**src/rtl/timer_pkg.sv**
```systemverilog
// Shared types and constants for the timeout timer bank.
package timer_pkg;

  typedef enum logic [1:0] {
    IDLE    = 2'd0,
    RUN     = 2'd1,
    EXPIRED = 2'd2
  } tmr_state_e;

  localparam logic MODE_ONESHOT  = 1'b0;
  localparam logic MODE_PERIODIC = 1'b1;

endpackage

```
**src/rtl/timeout_timer_ch.sv**
```systemverilog
// One timer channel: FSM, tick counter, due latch, sticky flag and expiry pulse.
module timeout_timer_ch
  import timer_pkg::*;
#(
  parameter int unsigned CNT_W = 16
) (
  input  logic             clk,
  input  logic             rst,
  input  logic             tick_i,
  input  logic             start_i,
  input  logic             mode_i,
  input  logic [CNT_W-1:0] due_i,
  input  logic             clr_i,
  output logic             timeout_o,
  output logic             pulse_o,
  output logic             busy_o
);

  tmr_state_e       state_q, state_d;
  logic [CNT_W-1:0] count_q, count_d;
  logic [CNT_W-1:0] due_q, due_d;
  logic             mode_q, mode_d;
  logic             timeout_q, timeout_d;
  logic             pulse_q, pulse_d;
  logic             busy_q, busy_d;

  logic [CNT_W-1:0] due_fix_c;
  logic             expire_c;

  // A zero due count behaves as one tick.
  assign due_fix_c = (due_i == '0) ? CNT_W'(1) : due_i;
  assign expire_c  = (state_q == RUN) && start_i && tick_i &&
                     (count_q == due_q - CNT_W'(1));

  always_ff @(posedge clk or posedge rst) begin
    if (rst) state_q <= IDLE;
    else     state_q <= state_d;
  end

  always_comb begin
    state_d = state_q;
    case (state_q)
      IDLE:    if (start_i) state_d = RUN;
      RUN: begin
        if (!start_i)                                 state_d = IDLE;
        else if (expire_c && mode_q == MODE_ONESHOT)  state_d = EXPIRED;
      end
      EXPIRED: if (!start_i) state_d = IDLE;
      default: state_d = IDLE;
    endcase
  end

  always_comb begin
    count_d   = count_q;
    due_d     = due_q;
    mode_d    = mode_q;
    timeout_d = timeout_q & ~clr_i;
    pulse_d   = 1'b0;
    if (expire_c) begin
      timeout_d = 1'b1;
      pulse_d   = 1'b1;
    end
    case (state_q)
      IDLE: begin
        if (start_i) begin
          count_d = '0;
          due_d   = due_fix_c;
          mode_d  = mode_i;
        end
      end
      RUN: begin
        if (!start_i) begin
          count_d = '0;
        end else if (expire_c) begin
          count_d = '0;
          if (mode_q == MODE_PERIODIC) begin
            due_d  = due_fix_c;
            mode_d = mode_i;
          end
        end else if (tick_i) begin
          count_d = count_q + CNT_W'(1);
        end
      end
      default: count_d = '0;
    endcase
    busy_d = (state_d == RUN);
  end

  always_ff @(posedge clk or posedge rst) begin
    if (rst) begin
      count_q   <= '0;
      due_q     <= '0;
      mode_q    <= MODE_ONESHOT;
      timeout_q <= 1'b0;
      pulse_q   <= 1'b0;
      busy_q    <= 1'b0;
    end else begin
      count_q   <= count_d;
      due_q     <= due_d;
      mode_q    <= mode_d;
      timeout_q <= timeout_d;
      pulse_q   <= pulse_d;
      busy_q    <= busy_d;
    end
  end

  assign timeout_o = timeout_q;
  assign pulse_o   = pulse_q;
  assign busy_o    = busy_q;

endmodule

```
**src/rtl/timeout_timer_bank.sv**
```systemverilog
// Bank of independent timeout timers sharing one free-running prescaler.
module timeout_timer_bank
  import timer_pkg::*;
#(
  parameter int unsigned NUM_CH   = 4,
  parameter int unsigned CNT_W    = 16,
  parameter int unsigned PRESCALE = 1
) (
  input  logic                    clk,
  input  logic                    rst,
  input  logic [NUM_CH-1:0]       ch_start,
  input  logic [NUM_CH-1:0]       ch_mode,
  input  logic [NUM_CH*CNT_W-1:0] due_cnt,
  input  logic [NUM_CH-1:0]       timeout_clr,
  output logic [NUM_CH-1:0]       timeout,
  output logic [NUM_CH-1:0]       timeout_pulse,
  output logic [NUM_CH-1:0]       busy,
  output logic                    any_timeout
);

  localparam int unsigned PS_W = (PRESCALE > 1) ? $clog2(PRESCALE) : 1;

  logic tick;

  if (PRESCALE <= 1) begin : g_no_ps
    assign tick = 1'b1;
  end else begin : g_ps
    logic [PS_W-1:0] ps_q;
    logic [PS_W-1:0] ps_d;

    assign tick = (ps_q == PS_W'(PRESCALE - 1));
    assign ps_d = tick ? '0 : ps_q + PS_W'(1);

    always_ff @(posedge clk or posedge rst) begin
      if (rst) ps_q <= '0;
      else     ps_q <= ps_d;
    end
  end

  for (genvar i = 0; i < NUM_CH; i++) begin : g_ch
    timeout_timer_ch #(
      .CNT_W (CNT_W)
    ) u_ch (
      .clk       (clk),
      .rst       (rst),
      .tick_i    (tick),
      .start_i   (ch_start[i]),
      .mode_i    (ch_mode[i]),
      .due_i     (due_cnt[i*CNT_W +: CNT_W]),
      .clr_i     (timeout_clr[i]),
      .timeout_o (timeout[i]),
      .pulse_o   (timeout_pulse[i]),
      .busy_o    (busy[i])
    );
  end

  assign any_timeout = |timeout;

endmodule

```
**config.mk**
```make
export PLATFORM = sky130hd
export DESIGN_NAME = timeout_timer_bank
export DESIGN_NICKNAME = d
export VERILOG_FILES = /design/src/rtl/timer_pkg.sv /design/src/rtl/timeout_timer_ch.sv /design/src/rtl/timeout_timer_bank.sv
export SDC_FILE = /design/constraint.sdc
export NUM_CORES = 1
export LEC_CHECK = 0
export ABC_AREA = 1
export BUFFER_PORTS_ARGS = -buffer_cell sky130_fd_sc_hd__buf_2
export CELL_PAD_IN_SITES_DETAIL_PLACEMENT = 0
export CELL_PAD_IN_SITES_GLOBAL_PLACEMENT = 1
export CORE_UTILIZATION = 40
export DETAILED_ROUTE_END_ITERATION = 7
export HOLD_SLACK_MARGIN = 0.06
export PLACE_DENSITY = 0.74
export SYNTH_ARGS = -nofsm -noshare
export SYNTH_HDL_FRONTEND = slang
export SYNTH_HIERARCHICAL = 1
export SYNTH_SLANG_ARGS = --single-unit
export TNS_END_PERCENT = 1
```
**constraint.sdc**
```tcl
create_clock -name clk -period 3.1 [get_ports clk]
set_input_delay 0.62 -clock clk [delete_from_list [all_inputs] [get_ports clk]]
set_output_delay 0.62 -clock clk [all_outputs]
set_load 0.01 [all_outputs]
```
==> results of run 1 <==
-- cell type report --
type	instances	share of cell area
Inverter	196	0.0629
Timing Repair Buffer	99	0.0443
Clock buffer	17	0.0364
Tap cell	330	0.0353
Clock inverter	15	0.0133
Multi-Input combinational cell	1097	0.483
Sequential cell	152	0.325
-- per-stage QoR --
stage / instances / worst slack, ns
final: 1906 / 0.605
after global routing: 1906 / 0.218
after CTS: 1906 / 0.557
after detailed placement: 1874 / 0.473
after global placement: 1874 / 0.511
after floorplan: 1478 / 0.971
-- logic make-up (layout without fill, tap and decap cells) --
family / Yosys count / in the layout / synth area share
AND/OR/NAND/NOR: 870 / 870 / 0.388
buffers and inverters: 229 / 327 / 0.0910
flip-flops: 152 / 152 / 0.366
AO/OA/AOI/OAI: 127 / 127 / 0.0716
XOR/XNOR: 86 / 86 / 0.0726
adder cells (fa/ha/maj): 8 / 8 / 0.00964
other: 1 / 6 / 0.000361
-- cell usage after synthesis (8+ instances only) --
master      n  area [um^2]
inv_2       9         33.8
a21oi_1    24          120
nand3_1    76          380
inv_1     187          702
ha_1        8          100
nand2_1   436         1640
o21ai_1    11         55.1
dfrtp_1   152         3800
xor2_1     72          631
o21ai_0    32          160
nand3b_1    8         60.1
xnor2_1    14          123
clkbuf_1   13         48.8
nand4_1    96          601
nor3_1      8         40.0
o22ai_1    40          250
nor2_2     13         81.3
nor4_1     20          125
or2_2      10         62.6
buf_2       8         40.0
buf_6       8         90.1
nor2_1    164          616
o211ai_1    8         60.1
-- final timing paths --
path	end	slack (ns)
worst max-delay path	g_ch[3].u_ch/due_q[0]	0.60
worst min-delay path	g_ch[3].u_ch/count_q[6]	0.27
worst max register to register	g_ch[3].u_ch/due_q[0]	0.60
worst min register to register	g_ch[1].u_ch/due_q[1]	0.47
max in group asynchronous	g_ch[3].u_ch/due_q[9]	2.15
min in group clk	g_ch[3].u_ch/timeout_o	0.37
-- critical path: stages (launching register included) --
cell and delay [ns]:
dfrtp_1 0.40, nor2_1 0.23, nand2_1 0.12, nor2_2 0.26
nand3_1 0.11, nor2_1 0.18, nand3_1 0.10, nor2_1 0.20
nand3_4 0.22, nand2_8 0.19, nand3_4 0.19, nand2_1 0.11
nand2_1 0.05
-- cell usage in the layout (no fill, tap or decap), types with 24 or more instances in the layout --
master / count
buf_2: 90
o22ai_1: 40
xor2_1: 72
nand4_1: 96
nand3_1: 76
nor2_1: 164
nand2_1: 436
dfrtp_1: 152
a21oi_1: 24
o21ai_0: 32
inv_1: 186
-- report_power, final --
part | internal, W | total (W) | switching, W
clock | 0.00114 | 0.00210 | 0.000959
combinational | 0.000570 | 0.00156 | 0.000988
sequential | 0.00219 | 0.00248 | 0.000296
-- layer usage --
metal	global-route usage	up-vias
li1	-	4962
met2	0.342	154
met5	0	-
met1	0.296	4352
met4	0.0421	0
met3	0.0300	13
-- state kept, by name, indices dropped and copies added (netlist names) --
signal / count
g_ch.u_ch/count_q: 64
g_ch.u_ch/due_q: 64
g_ch.u_ch/state_q: 8
g_ch.u_ch/busy_o: 4
g_ch.u_ch/mode_q: 4
g_ch.u_ch/pulse_o: 4
g_ch.u_ch/timeout_o: 4
==> results by group, run 1 <==
Status
  • Status: completed

Timing
  • Min Hold Slack: 0.274 ns
  • Slew at the pin closest to its max-slew limit: 1.16 ns
  • Fin crit share: 0.805
  • Tmin final: 2.50 ns
  • Final Hold Viols: 0
  • Max Freq: 401 MHz
  • Setup TNS: 0 ns
  • # setup viols final: 0
  • Final Max Slew Viols: 0
  • Relative slew slack: 0.224
  • RSZ-0062 raised after global routing: no
  • Clock skew: 0.0140 ns

Critical path
  • CP Class: flip-flop to flip-flop
  • CP startpoint: g_ch[3].u_ch/state_q[1]
  • CP Data Required Time: 3.41 ns
  • CP max FO: 19
  • Setup crit start kind: flip-flop
  • Crit path DAT: 2.81 ns
  • Worst Reg-to-Reg Cells: 12
  • Setup crit end kind: flip-flop
  • Reg-to-Reg Start: g_ch[3].u_ch/state_q[1]

GRT
  • Tot GR Track Use: 0.210
  • GRT overflow: 0
  • Largest net degree at the start of global routing: 39
  • Vias in the first global route: 9043
  • Wire length of the first global-routing pass: 44400 um
  • Antenna violations before repair: 0

Cells and area
  • Area of the multi-input gates: 5650 um^2
  • Reg area: 3800 um^2
  • Ant diodes: 0
  • Final Core Density: 0.462
  • NumNets Final: 1649
  • Layout cell share with drive strength beyond 1: 0.124
  • Filler cell count: 2658
  • Area Overhead vs Synth: 12.7%
  • Finished Cell Area: 11700 um^2

Clock network
  • Setup Buffers After CTS: 0
  • Clk sinks: 152
  • CTS resizes: 0
  • H-tree depth: 4
  • Root buffer cell: clkbuf_16
  • CTS Buf Count: 17
  • Hold Buf Count CTS: 0
  • Worst skew pair latency: 0.43 ns
  • Clock tree buffer depth: 2
  • Clock-pin slew on the worst setup and hold paths: 0.07 ns
  • CTS tree: done

Logic synthesis
  • Fraction of registers with async set/reset: 1.00
  • Main synth FF type: dfrtp_1
  • Number of enable flip-flop cells after synthesis: 0
  • Post-synthesis cell count: 1473
  • Register bit count reported by yosys: 152
  • Sequential-to-total area share from yosys stat: 0.366
  • Synth warnings: 6
  • Post-synth cell types: 40
  • Mean area per synthesized cell: 7.05 um^2
  • Mapped cell area: 10400 um^2

Floorplan
  • Num rows: 58
  • Die H: 163 um
  • Initial core utilization: 0.410
  • Core Box Area: 25300 um^2
  • Die area: 26600 um^2
  • Die W: 163 um
  • Num ports: 91

Placed design
  • Port bufs: 90
  • RePlAce Congestion: 0.863
  • DP HPWL: 20600 um
  • Area after DPL: 11100 um^2

Job
  • MaxCap Viol Count: 0

Power
  • P per Cell Area: 525 nW/um^2
  • Worst VDD drop: 372 uV
  • Total power: 0.00614 W
  • P_leak: 5.95 nW

Detailed routing
  • Post-Route WL: 26500 um
  • Vias per cell: 4.97
  • Top routing layer used: met4
  • First-pass DRT Iterations: 4
  • Drt drc: 0
  • Drt wl/cell: 13.9 um
  • Detail Route Antenna Nets: 0
  • Met3 WL post-DR: 739 um
  • Starting DRC count in detailed routing: 520
  • Post-Route M1 WL: 13500 um
  • Routed vias: 9481
  • DR WL met2: 12000 um

Worst hold path
  • Worst min path class: input pin to asynchronous set/reset pin
No activity file was read; power rests on OpenSTA's default activity.
==> run 2, diff against run 1 <==
--- a/config.mk
+++ b/config.mk
@@ -5,14 +5,14 @@
 export SDC_FILE = /design/constraint.sdc
 export NUM_CORES = 1
 export LEC_CHECK = 0
-export ABC_AREA = 1
+export ABC_AREA = 0
 export BUFFER_PORTS_ARGS = -buffer_cell sky130_fd_sc_hd__buf_2
 export CELL_PAD_IN_SITES_DETAIL_PLACEMENT = 0
 export CELL_PAD_IN_SITES_GLOBAL_PLACEMENT = 1
 export CORE_UTILIZATION = 40
 export DETAILED_ROUTE_END_ITERATION = 7
 export HOLD_SLACK_MARGIN = 0.06
-export PLACE_DENSITY = 0.74
+export PLACE_DENSITY = 0.7
 export SYNTH_ARGS = -nofsm -noshare
 export SYNTH_HDL_FRONTEND = slang
 export SYNTH_HIERARCHICAL = 1
==> constraint.sdc (replaced) <==
create_clock -name clk -period 2.5 [get_ports clk]
set_input_delay 0.5 -clock clk [delete_from_list [all_inputs] [get_ports clk]]
set_output_delay 0.5 -clock clk [all_outputs]
set_load 0.01 [all_outputs]
==> run 2 against run 1 <==
Clock-buffer cell count grew 4. Final cell count down 1.0%. The run now ends with negative setup slack left. Die area is 5.8% higher. First-iteration DRC count down 2.1%. Flip-flop and latch count unchanged. Synthesized area is 5.9% higher. Clock power grew 28%. Largest power group unchanged. Sequential power up 15%.
==> results by group, run 2 <==
Worst hold path
  • Worst min path class: input pin to asynchronous set/reset pin (unchanged)

Power
  • P_leak: 6.25 nW (was 5.95 nW)
  • Worst VDD drop: 434 uV (was 372 uV)
  • P per Cell Area: 530 nW/um^2 (was 525 nW/um^2)

GRT
  • Vias in the first global route: 10100 (was 9043)
  • GRT overflow: 0 (unchanged)
  • Tot GR Track Use: 0.229 (was 0.210)
  • Largest net degree at the start of global routing: 39 (unchanged)
  • Wire length of the first global-routing pass: 52600 um (was 44400 um)
  • Antenna violations before repair: 1 (was 0)

Detailed routing
  • Vias per cell: 5.59 (was 4.97)
  • Drt drc: 0 (unchanged)
  • Post-Route WL: 31400 um (was 26500 um)
  • Starting DRC count in detailed routing: 509 (was 520)
  • Detail Route Antenna Nets: 0 (unchanged)
  • Drt wl/cell: 16.6 um (was 13.9 um)
  • First-pass DRT Iterations: 5 (was 4)
  • Routed vias: 10500 (was 9481)

Clock network
  • Clock tree buffer depth: 2 (unchanged)
  • CTS tree: done (unchanged)
  • CTS Buf Count: 17 (unchanged)
  • Clock-pin slew on the worst setup and hold paths: 0.07 ns (about the same)
  • Root buffer cell: clkbuf_16 (unchanged)
  • H-tree depth: 4 (unchanged)
  • Clk sinks: 152 (unchanged)
  • Worst skew pair latency: 0.43 ns (about the same)

Logic synthesis
  • Register bit count reported by yosys: 152 (unchanged)
  • Main synth FF type: dfrtp_1 (unchanged)
  • Mapped cell area: 11000 um^2 (was 10400 um^2)
  • Top cells by area, synth: dfrtp_1, nand3_1, nand2_1 (was dfrtp_1, nand2_1, inv_1)
  • Post-synthesis cell count: 1273 (was 1473)
  • Synth top cells by count: dfrtp_1, nand2_1, nand3_1 (was nand2_1, inv_1, nor2_1)
  • Leading area contributor after synthesis: dfrtp_1 (unchanged)
  • Post-synth cell types: 73 (was 40)
  • Mean area per synthesized cell: 8.64 um^2 (was 7.05 um^2)
  • Top cell type's share of synthesized area: 0.346 (was 0.366)
  • Fraction of registers with async set/reset: 1.00 (unchanged)
  • Sequential-to-total area share from yosys stat: 0.346 (was 0.366)
  • Count leader, synth: dfrtp_1 (was nand2_1)
  • Number of enable flip-flop cells after synthesis: 0 (unchanged)
  • Synth warnings: 6 (unchanged)

Timing
  • Max Freq: 334 MHz (was 401 MHz)
  • Slew at the pin closest to its max-slew limit: 0.663 ns (was 1.16 ns)
  • Final worst slack: -0.498 ns (was 0.605 ns)
  • Setup TNS: -44.48 ns (was 0 ns)
  • Min Hold Slack: 0.225 ns (was 0.274 ns)
  • Fin crit share: 1.20 (was 0.805)
  • # setup viols final: 147 (was 0)
  • Final Hold Viols: 0 (unchanged)
  • RSZ-0062 raised after global routing: yes (was no)
  • Relative slew slack: 0.558 (was 0.224)
  • Final Max Slew Viols: 0 (unchanged)
  • Tmin final: 3.00 ns (was 2.50 ns)
  • Clock skew: 0.0146 ns (was 0.0140 ns)

Cells and area
  • Commonest non-fill, non-tap cell in the layout: buf_4 (was nand2_1)
  • Final Core Density: 0.533 (was 0.462)
  • NumNets Final: 1618 (was 1649)
  • Largest registers: g_ch.u_ch/count_q: 64 flops, g_ch.u_ch/due_q: 64 flops, g_ch.u_ch/state_q: 8 flops (unchanged)
  • Ant diodes: 0 (unchanged)
  • Most frequent cells in the layout: buf_4, dfrtp_1, nand2_1 (was nand2_1, inv_1, nor2_1)
  • Area Overhead vs Synth: 30.8% (was 12.7%)
  • Finished Cell Area: 14400 um^2 (was 11700 um^2)
  • Layout cell share with drive strength beyond 1: 0.319 (was 0.124)

Placed design
  • Port bufs: 90 (unchanged)
  • DP HPWL: 22300 um (was 20600 um)
  • RePlAce Congestion: 0.843 (was 0.863)
  • Pre-CTS setup slack: -0.734 ns (was 0.473 ns)
  • Area after DPL: 13300 um^2 (was 11100 um^2)

Critical path
  • CP max FO: 6 (was 19)
  • Reg-to-Reg Start: g_ch[0].u_ch/due_q[1] (was g_ch[3].u_ch/state_q[1])
  • Reg-to-reg critical path endpoint: g_ch[0].u_ch/state_q[1] (was g_ch[3].u_ch/due_q[0])
  • Crit-path slowest cell: or3b_2 (was dfrtp_1)
  • Crit path DAT: 3.36 ns (was 2.81 ns)
  • CP most frequent cell: buf_4
  • Setup crit start kind: flip-flop (unchanged)
  • Reg2Reg Setup Slack: -0.50 ns (was 0.60 ns)
  • Family with the most delay on the worst path: simple AND/OR/NAND/NOR gates (unchanged)
  • CP Cell Sequence: buf_4 > or3b_2 > a2111oi_4 > o2111ai_2 > a2111o_1 > or4_4 > buf_4 > nor3b_4 > o21a_1 (was nor2_1 > nand2_1 > nor2_2 > nand3_1 > nor2_1 > nand3_1 > nor2_1 > nand3_4 > nand2_8 > nand3_4 > nand2_1 > nand2_1)
  • WP buf/inv: 2 (was 0)
  • CP Data Required Time: 2.86 ns (was 3.41 ns)
  • Crit-path max cell delay: 0.48 ns (was 0.40 ns)
  • Setup crit end kind: flip-flop (unchanged)
  • Worst Reg-to-Reg Cells: 9 (was 12)
  • CP Class: flip-flop to flip-flop (unchanged)

Floorplan
  • Core Box Area: 27000 um^2 (was 25300 um^2)
  • Die W: 168 um (was 163 um)
  • Initial core utilization: 0.408 (was 0.410)
  • Die area: 28200 um^2 (was 26600 um^2)
  • Num rows: 60 (was 58)
  • Num ports: 91 (unchanged)
  • Die H: 168 um (was 163 um)

Status
  • Status: complete, but fails checks (was completed)
  • Failing checks: negative setup slack

Job
  • MaxCap Viol Count: 0 (unchanged)
run 2: cell families (layout without fill, tap and decap cells):
kind of cell,after synthesis,count (layout),share of synthesized area
flops,152,152,0.346
compound gates,244,244,0.169
buf+inv,140,405,0.0585
xor+xnor,80,80,0.0637
mux,34,34,0.0344
fa+ha+maj,8,8,0.00911
other cells,1,8,0.000341
simple gates,614,614,0.319
run 2: power by group:
part / switching, W / total, W / internal (W)
Combinational: 0.00105 / 0.00207 / 0.00102
Clock: 0.00114 / 0.00269 / 0.00155
Sequential: 0.000207 / 0.00285 / 0.00265
run 2: worst reg2reg max path: cells and delay by family, from the launching register on:
kind	cells	cell delay, ns
DFF	1	0.45
AOI/OAI and AO/OA	4	1.00
and+or+nand+nor	3	1.16
buffers and inverters	2	0.34
run 2: per-stage QoR:
step | power (W) | cells
2_1_floorplan | 0.00403 | 1280
3_3_place_gp | 0.00483 | 1844
4_1_cts | 0.00766 | 1883
5_1_grt | 0.00804 | 1886
3_5_place_dp | 0.00487 | 1844
6_report | 0.00762 | 1886
run 2: final cells by class:
type,instances,area [um^2]
Fill cell,2522,12600
Multi-Input combinational cell,988,6960
Sequential cell,152,3810
Timing Repair Buffer,332,2420
Clock buffer,21,460
Tap cell,341,427
Inverter,41,159
Clock inverter,11,139
run 2: routing by layer:
metal	track usage	vias to the layer above	share of wire
met5	0	-	0.00038
met4	0.0495	2	0.0080
met3	0.0315	26	0.027
met2	0.382	185	0.48
met1	0.316	5087	0.49
li1	-	5248	-
run 2: repair_timing:
action	4_1_cts	5_1_grt
setup buffers	4	3
hold buffers	0	0
pin swaps	26	12
resized for setup	57	25
setup endpoints to repair	149	151
cloned	3	0
run 2: worst max path at each step:
stage                                    end                  start  slack, ns  depth (start not counted)
floorplan              g_ch[0].u_ch/due_q[0]  g_ch[0].u_ch/due_q[5]      -0.43                         12
global placement    g_ch[0].u_ch/count_q[10]  g_ch[0].u_ch/due_q[0]      -0.64                          8
detailed placement  g_ch[0].u_ch/count_q[10]  g_ch[0].u_ch/due_q[1]      -0.73                          8
CTS                    g_ch[1].u_ch/due_q[0]  g_ch[1].u_ch/due_q[6]      -0.50                          8
global route         g_ch[0].u_ch/state_q[1]  g_ch[0].u_ch/due_q[0]      -0.60                          8
finish               g_ch[0].u_ch/state_q[1]  g_ch[0].u_ch/due_q[1]      -0.50                          9
